`src/rtl/aes_top_pack.sv`:
```
// Shared constants for the AES block register map plus the MAC configuration
// master's state type.
package aes_top_pack;

  localparam int unsigned ADDRESS_SIZE   = 8;
  localparam int unsigned REG_SIZE       = 32;
  localparam int unsigned MAC_ADDR_WIDTH = 48;

  // Register slave addresses of the MAC address registers
  localparam logic [ADDRESS_SIZE-1:0] SOURCE_MAC_ADDR_1 = ADDRESS_SIZE'('h10);
  localparam logic [ADDRESS_SIZE-1:0] SOURCE_MAC_ADDR_2 = ADDRESS_SIZE'('h11);
  localparam logic [ADDRESS_SIZE-1:0] DEST_MAC_ADDR_1   = ADDRESS_SIZE'('h12);
  localparam logic [ADDRESS_SIZE-1:0] DEST_MAC_ADDR_2   = ADDRESS_SIZE'('h13);

  localparam int unsigned MAC_CFG_NUM_REGS = 4;

  typedef enum logic [2:0] {
    MAC_CFG_IDLE,
    MAC_CFG_WR,
    MAC_CFG_RD_REQ,
    MAC_CFG_RD_WAIT,
    MAC_CFG_FINISH
  } mac_cfg_state_t;

endpackage

```
`src/rtl/mac_config_master.sv`:
```
// Avalon-MM initiator that writes the source/destination MAC registers of the
// AES register slave, optionally reads them back and checks them.
// Ports:
//   clk, rst                  clock, asynchronous active-high reset
//   start, src_mac, dst_mac   one-cycle request with the MACs to program
//   mm_*                      Avalon-MM initiator port to the register slave
//   busy, done                sequence in progress / one-cycle end pulse
//   error, err_index,         sticky failure flag, failing register index and
//   err_timeout               cause (1 = timeout, 0 = data mismatch)
module mac_config_master
  import aes_top_pack::*;
#(
  parameter int unsigned TIMEOUT_CYCLES = 255,
  parameter bit          VERIFY         = 1'b1
) (
  input  logic                      clk,
  input  logic                      rst,
  input  logic                      start,
  input  logic [MAC_ADDR_WIDTH-1:0] src_mac,
  input  logic [MAC_ADDR_WIDTH-1:0] dst_mac,
  output logic [ADDRESS_SIZE-1:0]   mm_address,
  output logic [REG_SIZE-1:0]       mm_writedata,
  output logic                      mm_write,
  output logic                      mm_read,
  input  logic [REG_SIZE-1:0]       mm_readdata,
  input  logic                      mm_readdatavalid,
  input  logic                      mm_waitrequest,
  output logic                      busy,
  output logic                      done,
  output logic                      error,
  output logic [1:0]                err_index,
  output logic                      err_timeout
);

  localparam int unsigned IDX_W   = $clog2(MAC_CFG_NUM_REGS);
  localparam int unsigned CNT_W   = (TIMEOUT_CYCLES > 1) ? $clog2(TIMEOUT_CYCLES) : 1;
  localparam int unsigned UPPER_W = MAC_ADDR_WIDTH - REG_SIZE;

  localparam logic [IDX_W-1:0] LAST_IDX  = IDX_W'(MAC_CFG_NUM_REGS - 1);
  localparam logic [CNT_W-1:0] CNT_LIMIT = CNT_W'(TIMEOUT_CYCLES - 1);

  mac_cfg_state_t            state;
  logic [IDX_W-1:0]          idx;
  logic [IDX_W-1:0]          idx_nxt;
  logic [CNT_W-1:0]          cnt;
  logic                      cnt_hit;
  logic [MAC_ADDR_WIDTH-1:0] src_q;
  logic [MAC_ADDR_WIDTH-1:0] dst_q;

  // Register index to slave address
  function automatic logic [ADDRESS_SIZE-1:0] reg_addr(input logic [IDX_W-1:0] i);
    case (i)
      IDX_W'(0): return SOURCE_MAC_ADDR_1;
      IDX_W'(1): return SOURCE_MAC_ADDR_2;
      IDX_W'(2): return DEST_MAC_ADDR_1;
      default:   return DEST_MAC_ADDR_2;
    endcase
  endfunction

  // Register index to write data: odd indices carry the low word, even the
  // zero-extended upper bits of the MAC
  function automatic logic [REG_SIZE-1:0] reg_data(input logic [IDX_W-1:0]          i,
                                                   input logic [MAC_ADDR_WIDTH-1:0] s,
                                                   input logic [MAC_ADDR_WIDTH-1:0] d);
    logic [MAC_ADDR_WIDTH-1:0] m;
    m = i[1] ? d : s;
    return i[0] ? m[REG_SIZE-1:0] : REG_SIZE'(m[MAC_ADDR_WIDTH-1:REG_SIZE]);
  endfunction

  // Upper registers only hold UPPER_W meaningful bits; the rest is don't-care
  function automatic logic reg_match(input logic [IDX_W-1:0]    i,
                                     input logic [REG_SIZE-1:0] got,
                                     input logic [REG_SIZE-1:0] exp);
    logic [REG_SIZE-1:0] mask;
    mask = i[0] ? '1 : REG_SIZE'({UPPER_W{1'b1}});
    return ((got ^ exp) & mask) == '0;
  endfunction

  assign idx_nxt = idx + IDX_W'(1);
  assign cnt_hit = (cnt == CNT_LIMIT);

  // Sequencer; every exit to FINISH drops the command and pulses done
  always_ff @(posedge clk or posedge rst) begin
    if (rst) begin
      state        <= MAC_CFG_IDLE;
      idx          <= '0;
      cnt          <= '0;
      src_q        <= '0;
      dst_q        <= '0;
      mm_address   <= '0;
      mm_writedata <= '0;
      mm_write     <= 1'b0;
      mm_read      <= 1'b0;
      busy         <= 1'b0;
      done         <= 1'b0;
      error        <= 1'b0;
      err_index    <= '0;
      err_timeout  <= 1'b0;
    end else begin
      done <= 1'b0;
      case (state)
        MAC_CFG_IDLE: begin
          if (start) begin
            src_q        <= src_mac;
            dst_q        <= dst_mac;
            error        <= 1'b0;
            err_index    <= '0;
            err_timeout  <= 1'b0;
            idx          <= '0;
            cnt          <= '0;
            busy         <= 1'b1;
            mm_write     <= 1'b1;
            mm_address   <= reg_addr('0);
            mm_writedata <= reg_data('0, src_mac, dst_mac);
            state        <= MAC_CFG_WR;
          end
        end

        MAC_CFG_WR: begin
          if (!mm_waitrequest) begin
            cnt <= '0;
            if (idx == LAST_IDX) begin
              mm_write <= 1'b0;
              idx      <= '0;
              if (VERIFY) begin
                mm_read    <= 1'b1;
                mm_address <= reg_addr('0);
                state      <= MAC_CFG_RD_REQ;
              end else begin
                busy  <= 1'b0;
                done  <= 1'b1;
                state <= MAC_CFG_FINISH;
              end
            end else begin
              idx          <= idx_nxt;
              mm_address   <= reg_addr(idx_nxt);
              mm_writedata <= reg_data(idx_nxt, src_q, dst_q);
            end
          end else if (cnt_hit) begin
            mm_write    <= 1'b0;
            error       <= 1'b1;
            err_index   <= idx;
            err_timeout <= 1'b1;
            busy        <= 1'b0;
            done        <= 1'b1;
            state       <= MAC_CFG_FINISH;
          end else begin
            cnt <= cnt + CNT_W'(1);
          end
        end

        MAC_CFG_RD_REQ: begin
          if (!mm_waitrequest) begin
            cnt     <= '0;
            mm_read <= 1'b0;
            state   <= MAC_CFG_RD_WAIT;
          end else if (cnt_hit) begin
            mm_read     <= 1'b0;
            error       <= 1'b1;
            err_index   <= idx;
            err_timeout <= 1'b1;
            busy        <= 1'b0;
            done        <= 1'b1;
            state       <= MAC_CFG_FINISH;
          end else begin
            cnt <= cnt + CNT_W'(1);
          end
        end

        MAC_CFG_RD_WAIT: begin
          if (mm_readdatavalid) begin
            cnt <= '0;
            if (!reg_match(idx, mm_readdata, reg_data(idx, src_q, dst_q))) begin
              error       <= 1'b1;
              err_index   <= idx;
              err_timeout <= 1'b0;
              busy        <= 1'b0;
              done        <= 1'b1;
              state       <= MAC_CFG_FINISH;
            end else if (idx == LAST_IDX) begin
              busy  <= 1'b0;
              done  <= 1'b1;
              state <= MAC_CFG_FINISH;
            end else begin
              idx        <= idx_nxt;
              mm_read    <= 1'b1;
              mm_address <= reg_addr(idx_nxt);
              state      <= MAC_CFG_RD_REQ;
            end
          end else if (cnt_hit) begin
            error       <= 1'b1;
            err_index   <= idx;
            err_timeout <= 1'b1;
            busy        <= 1'b0;
            done        <= 1'b1;
            state       <= MAC_CFG_FINISH;
          end else begin
            cnt <= cnt + CNT_W'(1);
          end
        end

        MAC_CFG_FINISH: state <= MAC_CFG_IDLE;

        default: state <= MAC_CFG_IDLE;
      endcase
    end
  end

endmodule

```
`config.mk`:
```
export PLATFORM = sky130hd
export DESIGN_NAME = mac_config_master
export DESIGN_NICKNAME = d
export VERILOG_FILES = /design/src/rtl/aes_top_pack.sv /design/src/rtl/mac_config_master.sv
export SDC_FILE = /design/constraint.sdc
export NUM_CORES = 1
export LEC_CHECK = 0
export CAP_MARGIN = 10
export CORE_ASPECT_RATIO = 1.4
export CORE_MARGIN = 10
export CORE_UTILIZATION = 51
export CTS_CLUSTER_DIAMETER = 200
export DETAILED_ROUTE_END_ITERATION = 8
export GPL_TIMING_DRIVEN = 1
export PLACE_DENSITY = 0.81
export RECOVER_POWER = 100
export SLEW_MARGIN = 0
export SYNTH_ARGS = -nofsm -noshare
export SYNTH_HDL_FRONTEND = slang
export SYNTH_SLANG_ARGS = --single-unit
```
`constraint.sdc`:
```
create_clock -name clk -period 7 [get_ports clk]
set_input_delay 1.4 -clock clk [delete_from_list [all_inputs] [get_ports clk]]
set_output_delay 1.4 -clock clk [all_outputs]
set_load 0.01 [all_outputs]
```
After elaboration in Yosys (flattened, before gate mapping)

Index checks and enable logic that the tools add are counted.
Widths: inputs -> output; s select.

Flip-flop bits (word level): 157
Bits in latches: 0
Memory bits (writable): 0
Memory bits (read-only): 0
Input port bits: 133
Output and inout port bits: 48
Logic and storage cells: 132
Memories: 0

$add $sub $neg: 2
$mul: 0
Div/mod/pow operators: 0
Magnitude comparators: 0
Eq/ne operators: 20
Shift operators: 0
Muxes and demuxes: 77
Bitwise logic cells: 2
Reductions and logical operators: 17

Operators by type and width:

| cell                | count |
|---|---|
| $mux 32             | 6 |
| $mux 48             | 2 |
| $mux 8              | 9 |
| $pmux 32 s2         | 1 |
| $pmux 8 s3          | 2 |
| $and 32x32->32      | 1 |
| $logic_not 32->1    | 1 |
| $xor 32x32->32      | 1 |
| $mux 1              | 28 |
| $mux 3              | 8 |
| $mux 2              | 11 |
| $pmux 2 s3          | 3 |
| $reduce_and 4->1    | 4 |
| $ne 2x2->1 const B  | 7 |
| $ne 3x3->1 const B  | 4 |
| $pmux 1 s3          | 4 |
| $pmux 3 s4          | 1 |
| $reduce_bool 3->1   | 3 |
| $add 8x1->8 const B | 1 |
| $eq 8x8->1 const B  | 1 |
| $reduce_and 7->1    | 1 |
| $eq 3x2->1 const B  | 2 |
| $reduce_and 2->1    | 3 |
| $reduce_and 6->1    | 1 |
| other kinds (11)    | 13 |

Logic depth before layout (Yosys ltp)

Gate-level depths: netlist of run 1.

Depth after elaboration: 8
Depth in mapped cells: 10
Mapped depth without buffers: 8

Worst setup path after synthesis of run 1

Ideal clock, no wire load.

Kind: input to register
From: input mm_waitrequest
To: register busy
Setup time: 0.118 ns
Arrival: 2.785 ns
Data required time: 6.882 ns
Slack: 4.097 ns
Stages: 6
Path buffers: 1
Cells stage by stage: clkbuf_1 -> nor2_1 -> a211oi_1 -> a21boi_0 -> o31ai_1 -> a21o_1

Cells in the longest elaborated chain, start to end: 2

RTL lines:

| element                           | line                     | RTL |
|---|---|---|
| start, declared                   | mac_config_master.sv:27  | `input logic mm_waitrequest,` |
| $ne 2x1->1 (no source line)       | -                        |  |
| $reduce_and 4->1 (no source line) | -                        |  |
| end signal, assigned              | mac_config_master.sv:94  | `busy <= 1'b0;` |
| end signal, assigned              | mac_config_master.sv:111 | `busy <= 1'b1;` |
| end signal, assigned              | mac_config_master.sv:130 | `busy <= 1'b0;` |
| end, declared                     | mac_config_master.sv:28  | `output logic busy,` |

No other way between the ends.
A chain may end at the register's enable or synchronous reset.

Worst setup path in the final report of run 1

From: input start
To: register src_q[47]

Cells in the longest elaborated chain, start to end: 1

RTL lines:

| element                           | line                     | RTL |
|---|---|---|
| start, declared                   | mac_config_master.sv:18  | `input logic start,` |
| $reduce_and 2->1 (no source line) | -                        |  |
| end signal, assigned              | mac_config_master.sv:104 | `src_q <= src_mac;` |
| end, declared                     | mac_config_master.sv:47  | `logic [MAC_ADDR_WIDTH-1:0] src_q;` |

No other way between the ends.

==> metrics.cfg, run 1 <==
[run_status]
status=finished, violations left
violations=max-capacitance violations, max-slew violations

[timing]
setup_viol=0
slew_viol_final=268
worst-slew-pin-transition_ps=4240
tns_ps=0
finClkSkew_ps=7.30
slew_headroom=-1.84
timing.fmax_ghz=0.196
rsz0062_at_grt=false
period_share=0.730
period_minus_slack_ps=5110
hold_viol=0

[clocking]
cts_buffers=17
clk_latency_ps=420
clockBufferDepth=2
cts.root.buffer_cell=clkbuf_16
cts_tree=built
cts_hold_buf=0
clk_pin_slew_ps=60
clkSinkCount=151
htree_num_levels=4
cts_setup_buffers=0
ctsResizeCount=0

[floorplan]
die_h_um=166
die_area_um2=20700
die_w_um=124
core_area_um2=15000
rows=53
start_util=0.519
ios=181

[synthesis]
yosysWarnings=0
yosysSeqAreaShare=0.486
synth_cell_type_count=56
synth_edf_count=0
synthArstFlopShare=1.00
synth_area_um2=7780
syn-instance-count=612
ys.flop_type=dfrtp_1
ys_seq_elements=151
syn_avg_cell_area_um2=12.7

[worst_setup_path]
cp.required_ps=7300
crit_path_max_fanout=75
critical_path_class=input port to flop
start_kind=input port
cp-end-kind=flop
path_cells=dlygate4sd3_1 > nor4b_1 > clkbuf_1 > clkbuf_2 > mux2_2
arrival_ps=5410
cpPeakStageDelay_ps=1530
cpMaxStageDelayCell=clkbuf_2

[layout]
fin_nets=901
final_cells=972
area_growth_pct=31.2
nFillCells=1121
drive_gt1_frac=0.217
final_util=0.681

[placement]
dp_hpwl_um=15200
numPlacedInstances=938
gp_congestion=0.844
port_buffers=175

[run]
cap_violations=6

[global_route]
grt_pass1_wl_um=33500
grt_max_degree=98
grt_pass1_vias=6185
track_usage=0.202
gr-total-overflow=0
antenna_found_initial=2

[power]
peakVddDrop_mv=0.242
p_total_mw=4.63
power_density_nw_per_um2=453
p_leak_nw=4.20

[drt]
routedWlPerCell_um=21.8
dr.pass1.iters=5
detail_route.wirelength_um=21200
drc_errors=0
postRouteAntennaNets=0
vias=5653
viasPerCell=5.82
drt_iter0_markers=516

[min_path]
hold_class=flop to flop

[layout make-up]
cell class / count / area, um^2 / area share
Timing Repair Buffer: 181 / 1780 / 0.175
Tap cell: 192 / 240 / 0.0235
Clock buffer: 17 / 425 / 0.0417
Clock inverter: 15 / 204 / 0.0200
Multi-Input combinational cell: 409 / 3750 / 0.367
Antenna cell: 2 / 5.00 / 0.000490
Inverter: 5 / 20.0 / 0.00196
Sequential cell: 151 / 3780 / 0.370
[stage by stage]
step	hold WS, ps	cell area [um^2]	worst slack, ps
after floorplan	488	7790	1540
after global placement	462	9610	3080
after detailed placement	465	9610	3060
after CTS	479	10200	3170
after global routing	507	10200	1580
final	472	10200	1890
[where the power goes]
group / switching, mW / total (mW) / internal, mW
sequential: 0.354 / 1.62 / 1.27
clock: 0.375 / 0.973 / 0.598
combinational: 0.919 / 2.03 / 1.11
[registers in the layout, indices dropped and copies added (netlist names)]
register	cells
mm_address	2
mm_writedata	32
err_index	2
done	1
error	1
idx	2
src_q	48
mm_read	1
err_timeout	1
busy	1
dst_q	48
state	3
mm_write	1
cnt	8
[synthesized netlist by cell type, drive strengths merged, types with 2 or more instances]
master   instances  area share
nand2b           4      0.0032
a21oi            9      0.0058
a41oi            2      0.0023
inv              5      0.0024
nand2           48       0.023
a22o             5      0.0056
nor2b            2      0.0016
nand3b           2      0.0019
ha               3      0.0048
o22ai            3      0.0024
mux2            99        0.14
nand4            2      0.0016
clkbuf          34       0.016
dfrtp          151        0.49
a211o            2      0.0023
a211oi           2      0.0019
mux2i           48       0.062
o31ai           19       0.019
nand3            5      0.0032
nor2            10      0.0048
xnor2           16       0.018
o2bb2ai          3      0.0034
or2              2      0.0016
o21ai           31       0.020
or3              2      0.0016
mux4            32       0.094
and2             2      0.0016
buf             17       0.017
and3             4      0.0032
xor2            16       0.018
nor4             9      0.0072
nor3             8      0.0058
[layer usage]
metal	vias to the layer above	GRT usage	part of all wire
met2	178	0.363	0.55
li1	2562	-	-
met5	-	0	0
met1	2863	0.214	0.37
met4	0	0.0950	0.036
met3	50	0.0546	0.044
[logic make-up after synthesis]
| kind of cell | share of synthesized area |
|---|---|
| flip-flops | 0.486 |
| AND/OR/NAND/NOR | 0.0640 |
| AO/OA/AOI/OAI | 0.0749 |
| multiplexers | 0.299 |
| other | 0.000482 |
| XOR/XNOR | 0.0360 |
| adder cells (fa/ha/maj) | 0.00483 |
| buffers and inverters | 0.0354 |
[placed cells by master, fill, tap and decap left out, drive strengths merged, types with 6 or more instances in the layout]
cell	n
clkinv	6
o21ai	31
a21oi	9
mux2i	48
mux4	32
mux2	99
nor3	8
clkdlybuf4s50	130
dfrtp	151
nor2	10
dlygate4sd3	45
xnor2	16
nor4	9
nand2	48
xor2	16
clkbuf	21
o31ai	19
[critical path: cells and delay by family]
family        cells  cell delay, ps
simple gates      1             230
buf+inv           3            3240
mux               1             450
[path summary, 6_finish.rpt]
check	to	cells past startpoint	slack (ps)	startpoint
worst max register to register	idx[1]	7	1990	idx[1]
worst max-delay path	src_q[47]	5	1890	start
max in group asynchronous	dst_q[4]	3	2200	rst
min in group asynchronous	src_q[16]	2	2710	rst
worst min-delay path	mm_writedata[26]	2	470	mm_writedata[26]
worst min register to register	mm_writedata[26]	2	470	mm_writedata[26]
No activity file was read; power rests on OpenSTA's default activity.
==> inputs of run 2 (changes only) <==
--- a/config.mk
+++ b/config.mk
@@ -8,11 +8,11 @@
 export CAP_MARGIN = 10
 export CORE_ASPECT_RATIO = 1.4
 export CORE_MARGIN = 10
-export CORE_UTILIZATION = 51
+export CORE_UTILIZATION = 46
 export CTS_CLUSTER_DIAMETER = 200
 export DETAILED_ROUTE_END_ITERATION = 8
 export GPL_TIMING_DRIVEN = 1
-export PLACE_DENSITY = 0.81
+export PLACE_DENSITY = 0.77
 export RECOVER_POWER = 100
 export SLEW_MARGIN = 0
 export SYNTH_ARGS = -nofsm -noshare
==> constraint.sdc (replaced) <==
create_clock -name clk -period 4.2 [get_ports clk]
set_input_delay 0.84 -clock clk [delete_from_list [all_inputs] [get_ports clk]]
set_output_delay 0.84 -clock clk [all_outputs]
set_load 0.01 [all_outputs]
==> run 2 against run 1 <==
The run still ends with max-capacitance violations, max-slew violations left. Clock power is 56% higher. Cell count is 1.4% higher. Utilization is 6.7 points lower. Register-to-register slack worse by 1400 ps. Routed wire length is 0.75% higher. Die area is 9.3% higher. Via count is 0.57% lower.
==> metrics.cfg, run 2 (synthesis gave the netlist of run 1 again) <==
[layout]
final_util=0.613  ; -0.0674
fin_nets=903  ; +0.22%
multi_input_area_um2=3760  ; +0.23%
drive_gt1_frac=0.226  ; +0.00842
nFillCells=1338  ; +19%
fin_area_um2=10200  ; +0.26%
most-common-layout-cells=dfrtp_1, clkdlybuf4s50_1, mux2_2, nand2_1, mux2i_1
regArea_um2=3780  ; about the same
final_common_cell=dfrtp_1
largestRegisters=dst_q (48), src_q (48), mm_writedata (32)
area_growth_pct=31.5

[floorplan]
start_util=0.467  ; -0.0526
rows=56  ; +5.7%
die_h_um=174  ; +4.7%
core_area_um2=16700  ; +11%
die_w_um=130  ; +4.4%
die_area_um2=22600  ; +9.3%
ios=181  ; unchanged

[power]
sequentialPowerShare=0.354  ; +0.003
power.share.clock=0.200  ; -0.010
combPwrFrac=0.446  ; +0.007
p_switching_mw=2.73  ; +66%
p_leak_nw=4.21  ; +0.20%
power_density_nw_per_um2=745  ; +64%
switching_share=0.358  ; +0.00184
peakVddDrop_mv=0.493  ; +100%
p_int_mw=4.89  ; +64%
p_total_mw=7.62  ; +65%

[global_route]
grt_max_degree=152  ; +55%
track_usage=0.193  ; -0.00938
antenna_found_initial=3  ; +1
gr-total-overflow=0  ; unchanged
grt_pass1_vias=6235  ; +0.81%
grt_pass1_wl_um=33800  ; +0.91%

[worst_setup_path]
start_kind=input port
cp-end-kind=flop
cp.required_ps=4500  ; -2800 ps
cpPeakStageDelay_ps=1710  ; +180 ps
arrival_ps=4050  ; -1360 ps
r2r_setup_slack_ps=600  ; -1390 ps
rr_endpoint=idx[1]
rr_worst_depth=6  ; -1
critical_path_class=input port to flop
cpMaxStageDelayCell=buf_2
path_cells=dlygate4sd3_1 > nor4b_2 > buf_2 > mux2_2
r2r_start=idx[1]
crit_path_max_fanout=100  ; +33%

[drt]
dr.pass1.iters=4  ; -1
postRouteAntennaNets=0  ; unchanged
drt_iter0_markers=548  ; +6.2%
vias=5621  ; -0.57%
routedWlPerCell_um=21.7  ; -0.68%
viasPerCell=5.70  ; -2.0%
drc_errors=0  ; unchanged
detail_route.wirelength_um=21400  ; +0.75%

[clocking]
cts_tree=built
cts_buffers=17  ; unchanged
clk_pin_slew_ps=60  ; about the same
clockBufferDepth=2  ; unchanged
clkSinkCount=151  ; unchanged
clk_latency_ps=420  ; about the same
ctsResizeCount=0  ; unchanged
cts_hold_buf=0  ; unchanged
htree_num_levels=4  ; unchanged
cts_setup_buffers=0  ; unchanged
cts.root.buffer_cell=clkbuf_16

[timing]
worst-slew-pin-transition_ps=2260  ; -1980 ps
rsz0062_at_grt=false
period_minus_slack_ps=3750
tns_ps=0  ; unchanged
period_share=0.893
worst_slack_ps=450  ; -1440 ps
timing.fmax_ghz=0.267
hold_viol=0  ; unchanged
finClkSkew_ps=8.95  ; +1.65 ps
setup_viol=0  ; unchanged
slew_viol_final=253  ; -5.6%
slew_headroom=-0.504  ; +1.34

[placement]
port_buffers=175  ; unchanged
gp_congestion=0.848  ; +0.53%
pre_cts_ws_ps=638  ; -2420 ps
place_area_um2=9670  ; +0.68%
dp_hpwl_um=15600  ; +2.6%

[min_path]
min_from=mm_writedata[8]
hold_class=flop to flop
hold_depth=2  ; unchanged
worstHoldEndpoint=mm_writedata[8]

[run_status]
violations=max-capacitance violations, max-slew violations
status=finished, violations left

[run]
cap_violations=2  ; -4

## run 2: changes by cell type in the layout (fill, tap and decap cells not counted), moves of 2 or more
cell / delta
bufinv_16: -2
clkbuf_8: +3
clkinv_4: -3
dfrtp_1: -2
dfrtp_2: +2
## run 2: worst max-delay path by stage
stage | from | cells past startpoint | to | slack, ps
3_5_place_dp | idx[1] | 6 | idx[1] | 640
5_1_grt | start | 4 | src_q[28] | 250
3_3_place_gp | idx[1] | 6 | idx[1] | 750
2_1_floorplan | rst | 1 | busy | 1460
4_1_cts | idx[1] | 6 | idx[1] | 620
6_report | start | 4 | dst_q[20] | 450
## run 2: worst max-delay path: cells and delay by family
kind / cells / cell delay [ps]
buffers and inverters: 2 / 2310
AND/OR/NAND/NOR: 1 / 380
multiplexers: 1 / 460
## run 2: final cells by class
| type | count | area share |
|---|---|---|
| antenna | 3 | 0.000734 |
| clock buffer | 21 | 0.0460 |
| clock inverter | 11 | 0.0120 |
| inverter | 5 | 0.00220 |
| multi-input combinational | 409 | 0.367 |
| sequential | 151 | 0.370 |
| tap | 203 | 0.0248 |
| timing repair buffer | 183 | 0.177 |
## run 2: layer usage
layer	global-route usage	wire, um
met3	0.0450	1000
met2	0.337	11600
met5	0	0
met1	0.209	7880
met4	0.0996	855
## run 2: metrics by stage
stage / hold slack (ps) / cells
floorplan: 488 / 616
global placement: 462 / 951
detailed placement: 473 / 951
CTS: 487 / 983
global route: 516 / 986
finish: 479 / 986
## run 2: power by group through the flow
| stage | clock [mW] | combinational (mW) | sequential [mW] |
|---|---|---|---|
| 2_1_floorplan | 0 | 2.55 | 2.51 |
| 6_report | 1.52 | 3.40 | 2.70 |
| 5_1_grt | 1.62 | 3.69 | 2.80 |
| 3_3_place_gp | 0 | 3.36 | 2.67 |
| 3_5_place_dp | 0 | 3.47 | 2.72 |
| 4_1_cts | 1.54 | 3.49 | 2.71 |
